### config.mk
export PLATFORM = sky130hd
export DESIGN_NAME = ps2_key_decoder_flat
export DESIGN_NICKNAME = d
export VERILOG_FILES = /design/src/rtl/ps2_key_decoder_if.sv /design/src/rtl/ps2_key_decoder.sv /design/src/flat_wrapper.sv
export SDC_FILE = /design/constraint.sdc
export NUM_CORES = 1
export LEC_CHECK = 0
export ABC_AREA = 1
export CAP_MARGIN = 20
export CELL_PAD_IN_SITES_DETAIL_PLACEMENT = 0
export CELL_PAD_IN_SITES_GLOBAL_PLACEMENT = 1
export CORE_AREA = 2 2 69 71
export DETAILED_ROUTE_END_ITERATION = 7
export DIE_AREA = 0 0 71 73
export PLACE_DENSITY = 0.76
export SYNTH_ARGS = -nofsm -noshare
export SYNTH_HDL_FRONTEND = slang
export SYNTH_SLANG_ARGS = --single-unit
export TNS_END_PERCENT = 20
### constraint.sdc
create_clock -name CLOCK_50 -period 1.75 [get_ports CLOCK_50]
set_input_delay 0.175 -clock CLOCK_50 [delete_from_list [all_inputs] [get_ports CLOCK_50]]
set_output_delay 0.175 -clock CLOCK_50 [all_outputs]
set_load 0.005 [all_outputs]
### src/rtl/ps2_key_decoder_if.sv
// Byte-stream input and key status outputs of the PS/2 key decoder.
// The master drives scancode bytes; the slave (decoder) reports key state.
interface ps2_key_decoder_if;
    logic [7:0] received_data;
    logic       received_data_en;
    logic [2:0] key_held;
    logic [2:0] key_press;
    logic       seq_timeout;

    modport master (
        output received_data, received_data_en,
        input  key_held, key_press, seq_timeout
    );

    modport slave (
        input  received_data, received_data_en,
        output key_held, key_press, seq_timeout
    );
endinterface

### src/rtl/ps2_key_decoder.sv
// Tracks PS/2 set-2 make/break sequences (with E0 prefix) for Enter, Left and Right,
// producing held levels, 0->1 press pulses and a prefix-timeout pulse.
module ps2_key_decoder #(
    parameter int TIMEOUT_CYCLES = 2_500_000,
    parameter int CNT_W          = 22
) (
    input  logic               CLOCK_50,
    input  logic               reset,
    ps2_key_decoder_if.slave   bus
);

    typedef enum logic [1:0] {
        IDLE    = 2'd0,
        EXT     = 2'd1,
        BRK     = 2'd2,
        EXT_BRK = 2'd3
    } state_t;

    localparam logic [CNT_W-1:0] CNT_LAST = CNT_W'(TIMEOUT_CYCLES - 1);
    localparam logic [CNT_W-1:0] CNT_ONE  = CNT_W'(1);

    localparam logic [7:0] CODE_EXT   = 8'hE0;
    localparam logic [7:0] CODE_BRK   = 8'hF0;
    localparam logic [7:0] CODE_ENTER = 8'h5A;
    localparam logic [7:0] CODE_LEFT  = 8'h6B;
    localparam logic [7:0] CODE_RIGHT = 8'h74;

    state_t           state_q, state_d;
    logic [CNT_W-1:0] cnt_q, cnt_d;
    logic [2:0]       held_q, held_d;
    logic [2:0]       press_q, press_d;
    logic             timeout_q, timeout_d;

    always_ff @(posedge CLOCK_50) begin
        if (reset) begin
            state_q   <= IDLE;
            cnt_q     <= '0;
            held_q    <= '0;
            press_q   <= '0;
            timeout_q <= 1'b0;
        end else begin
            state_q   <= state_d;
            cnt_q     <= cnt_d;
            held_q    <= held_d;
            press_q   <= press_d;
            timeout_q <= timeout_d;
        end
    end

    // An arriving byte always takes precedence over a timeout expiring in the same cycle.
    always_comb begin
        state_d   = state_q;
        cnt_d     = cnt_q;
        held_d    = held_q;
        timeout_d = 1'b0;

        if (bus.received_data_en) begin
            cnt_d = '0;
            if (bus.received_data == CODE_EXT) begin
                state_d = EXT;
            end else if (bus.received_data == CODE_BRK) begin
                if (state_q == IDLE)
                    state_d = BRK;
                else if (state_q == EXT)
                    state_d = EXT_BRK;
            end else begin
                state_d = IDLE;
                case (state_q)
                    IDLE: begin
                        if (bus.received_data == CODE_ENTER) held_d[2] = 1'b1;
                    end
                    EXT: begin
                        if (bus.received_data == CODE_LEFT)  held_d[1] = 1'b1;
                        if (bus.received_data == CODE_RIGHT) held_d[0] = 1'b1;
                    end
                    BRK: begin
                        if (bus.received_data == CODE_ENTER) held_d[2] = 1'b0;
                    end
                    EXT_BRK: begin
                        if (bus.received_data == CODE_LEFT)  held_d[1] = 1'b0;
                        if (bus.received_data == CODE_RIGHT) held_d[0] = 1'b0;
                    end
                    default: ;
                endcase
            end
        end else if (state_q == IDLE) begin
            cnt_d = '0;
        end else if (cnt_q == CNT_LAST) begin
            state_d   = IDLE;
            cnt_d     = '0;
            timeout_d = 1'b1;
        end else begin
            cnt_d = cnt_q + CNT_ONE;
        end
    end

    assign press_d = held_d & ~held_q;

    assign bus.key_held    = held_q;
    assign bus.key_press   = press_q;
    assign bus.seq_timeout = timeout_q;

endmodule

### src/flat_wrapper.sv
// flat-port wrapper written by rule: the top's interface ports become plain ports
module ps2_key_decoder_flat 
#(
    parameter int TIMEOUT_CYCLES = 2_500_000,
    parameter int CNT_W          = 22
)
  (CLOCK_50, reset, bus_received_data, bus_received_data_en, bus_key_held, bus_key_press, bus_seq_timeout);
  ps2_key_decoder_if bus_i ();
  input  logic CLOCK_50;
  input  logic reset;
  input wire logic [$bits(bus_i.received_data)-1:0] bus_received_data;
  input wire logic [$bits(bus_i.received_data_en)-1:0] bus_received_data_en;
  output wire logic [$bits(bus_i.key_held)-1:0] bus_key_held;
  output wire logic [$bits(bus_i.key_press)-1:0] bus_key_press;
  output wire logic [$bits(bus_i.seq_timeout)-1:0] bus_seq_timeout;
  assign bus_i.received_data = bus_received_data;
  assign bus_i.received_data_en = bus_received_data_en;
  assign bus_key_held = bus_i.key_held;
  assign bus_key_press = bus_i.key_press;
  assign bus_seq_timeout = bus_i.seq_timeout;
  ps2_key_decoder #(.TIMEOUT_CYCLES(TIMEOUT_CYCLES), .CNT_W(CNT_W)) u_core (.CLOCK_50(CLOCK_50), .reset(reset), .bus(bus_i));
endmodule
==> flow_summary.toml <==
[power]
power_w = 0.00135
cellLeakagePower_nw = 0.712
p_per_area_nw_per_um2 = 643
irDropWorstVdd_v = 0.000377

[timing]
max_slew_margin_pct = 74.9
setup_slack_ps = 210
fin_crit_sh_pct = 88.0
max_freq_ghz = 0.649
period_needed_ps = 1540
maxSlewViolCount = 0
tightest_slew_ps = 373
rsz0062_at_grt = "false"
hold_viol = 0
finalSetupViolations = 0
skew_ps = 10.2
tns_ps = 0

[worst_setup_path]
arrival_ps = 1710
r2r_start = "u_core.cnt_q[1]"
cpPeakStageDelay_ps = 350
worstSetupEndpoint = "u_core.state_q[1]"
cp.depth = 8
reg2reg_to = "u_core.state_q[1]"
crit_slowest_cell = "dfxtp_1"
path_max_fanout = 6
critPathLaunchType = "register"
crit_required_ps = 1920
path_cells = "ha_1, nand2_1, nor2_2, nand3_1, nor2_1, nand3_1, nand3_1, a21oi_1"
path_delay_family = "simple AND/OR/NAND/NOR gates"
worstSetupPathType = "register to register"
setup.worst_path.start = "u_core.cnt_q[1]"
r2r_slack_ps = 210
cp-end-kind = "register"
crit_path_frequent_cell = "nand3_1"
ff2ff_path_depth = 8
path_buf_inv = 0

[finish]
drive_above_1_share_pct = 9.46
area_delta_synth_final_pct = 23.9
diodes = 0
final_cell_mix = "49 x nand2_1, 48 x nor2_1, 34 x inv_1"
layout_commonest_cell = "nand2_1"
fin_nets = 308

[clocking]
clock_path_buffers = 2
ctsHtreeMaxLevel = 2
post_cts_buffers = 0
clock-root-buffer = "clkbuf_8"
tritoncts = "done"
clk_pin_slew_ps = 60
cts-hold-fix-buffers = 0
cts_made_buffers = 5
cts_resized = 0
clock_latency_ps = 280
clock_sinks = 31

[floorplan]
start_util_pct = 37.4
core_area_um2 = 4540
die_area_um2 = 5180
die_w_um = 71
io_pins = 18
die_y_um = 73
row_count = 25

[synth]
ys_seq_area_share_pct = 36.6
synth_area_leader_cell = "dfxtp_1"
ys_ff_latch = 31
yosysWarnings = 0
synth_area_um2 = 1700
synth_area_leaders = "dfxtp_1 37%, nand2_1 11%, nor2_1 11%, inv_1 7.5%, nand3_1 7.1%"
synth.avg_cell_area_um2 = 6.46
synth.lib_cells_used.distinct = 21
synthCells = 263
synth_top_area_share_pct = 36.6
syn_nets = 275

[grt]
grt_start_max_net_pins = 23
grt_overflow = 0
grt_pass1_wl_mm = 7.55
grt_pass1_vias = 1612
antenna_found_initial = 0
grt_usage_pct = 19.0

[hold_path]
whs_path_depth = 2
hp-class = "register to register"

[detailed_routing]
viasPerCell = 5.10
ant_nets = 0
drc = 0
drt_first_pass_iters = 5
drt-total-wl_mm = 4.54
wl_per_cell_um = 13.0
drt_iter0_drc = 67
vias = 1785

[place]
dpl_worst_slack_ps = 97.2
dp_hpwl_mm = 3.58
gp_congestion = 0.862
io_buffers = 17

[outcome]
status = "complete, no violations"

[flow_run]
drv_cap = 0
kinds of logic (layout without fill, tap and decap cells):
kind of cell	count (synthesis)	after routing	share of synthesized area, %
simple gates	163	163	44.1
buf+inv	40	73	9.28
flops	31	31	36.6
compound gates	23	23	6.78
xor+xnor	5	5	2.58
fa+ha+maj	1	1	0.737
worst min-delay path by stage:
stage | to | startpoint
floorplan | u_core.state_q[1] | reset
global placement | u_core.bus.key_held[0] | u_core.bus.key_held[0]
detailed placement | u_core.bus.key_held[0] | u_core.bus.key_held[0]
CTS | u_core.bus.key_held[0] | u_core.bus.key_held[0]
global route | u_core.state_q[1] | reset
finish | u_core.bus.key_held[0] | u_core.bus.key_held[0]
worst reg2reg max path: stages, from the launching register on:
cell	delay [ps]
dfxtp_1	350
ha_1	210
nand2_1	110
nor2_2	250
nand3_1	150
nor2_1	150
nand3_1	90
nand3_1	70
a21oi_1	60
synthesized netlist by cell type, drive strengths merged:
| library cell | n |
|---|---|
| nor3 | 13 |
| inv | 38 |
| and2 | 2 |
| nor2 | 50 |
| o21ai | 5 |
| buf | 2 |
| xnor2 | 1 |
| ha | 1 |
| or2 | 1 |
| nand2 | 50 |
| nand4 | 17 |
| nand3b | 2 |
| dfxtp | 31 |
| nand3 | 24 |
| nor4 | 4 |
| a21oi | 18 |
| xor2 | 4 |
cell type report:
type                            instances  area (um^2)
Timing Repair Buffer                   28          265
Clock buffer                            6         82.6
Fill cell                             498         2430
Multi-Input combinational cell        192          920
Inverter                               38          143
Sequential cell                        31          621
Clock inverter                          1         5.00
Tap cell                               54         67.6
report_power, final:
| part | internal [W] | switching (W) |
|---|---|---|
| Sequential | 0.000708 | 0.00000195 |
| Clock | 0.000308 | 0.000268 |
| Combinational | 0.0000325 | 0.0000340 |
| Total | 0.00105 | 0.000304 |
stage by stage:
stage | area, um^2 | cells | utilization [%] | hold WS (ps)
after floorplan | 1700 | 263 | - | 244
after global placement | 2020 | 343 | 44.4 | 461
after detailed placement | 2020 | 343 | 44.4 | 466
after CTS | 2100 | 350 | 46.4 | 475
after global routing | 2100 | 350 | 46.4 | 507
final | 2100 | 350 | 46.4 | 474
sequential cells by signal, indices dropped and copies added, names as in the netlist:
register                cells
u_core.bus.key_press        3
u_core.state_q              2
u_core.bus.key_held         3
u_core.bus.seq_timeout      1
u_core.cnt_q               22
routing by layer:
metal	global-route usage, %	up-vias	wire [um]
met1	21.9	796	2010
met3	4.56	13	168
li1	-	935	-
met5	0	-	0
met4	10.1	0	184
met2	32.5	41	2180
(Power assumes the default switching activity.)
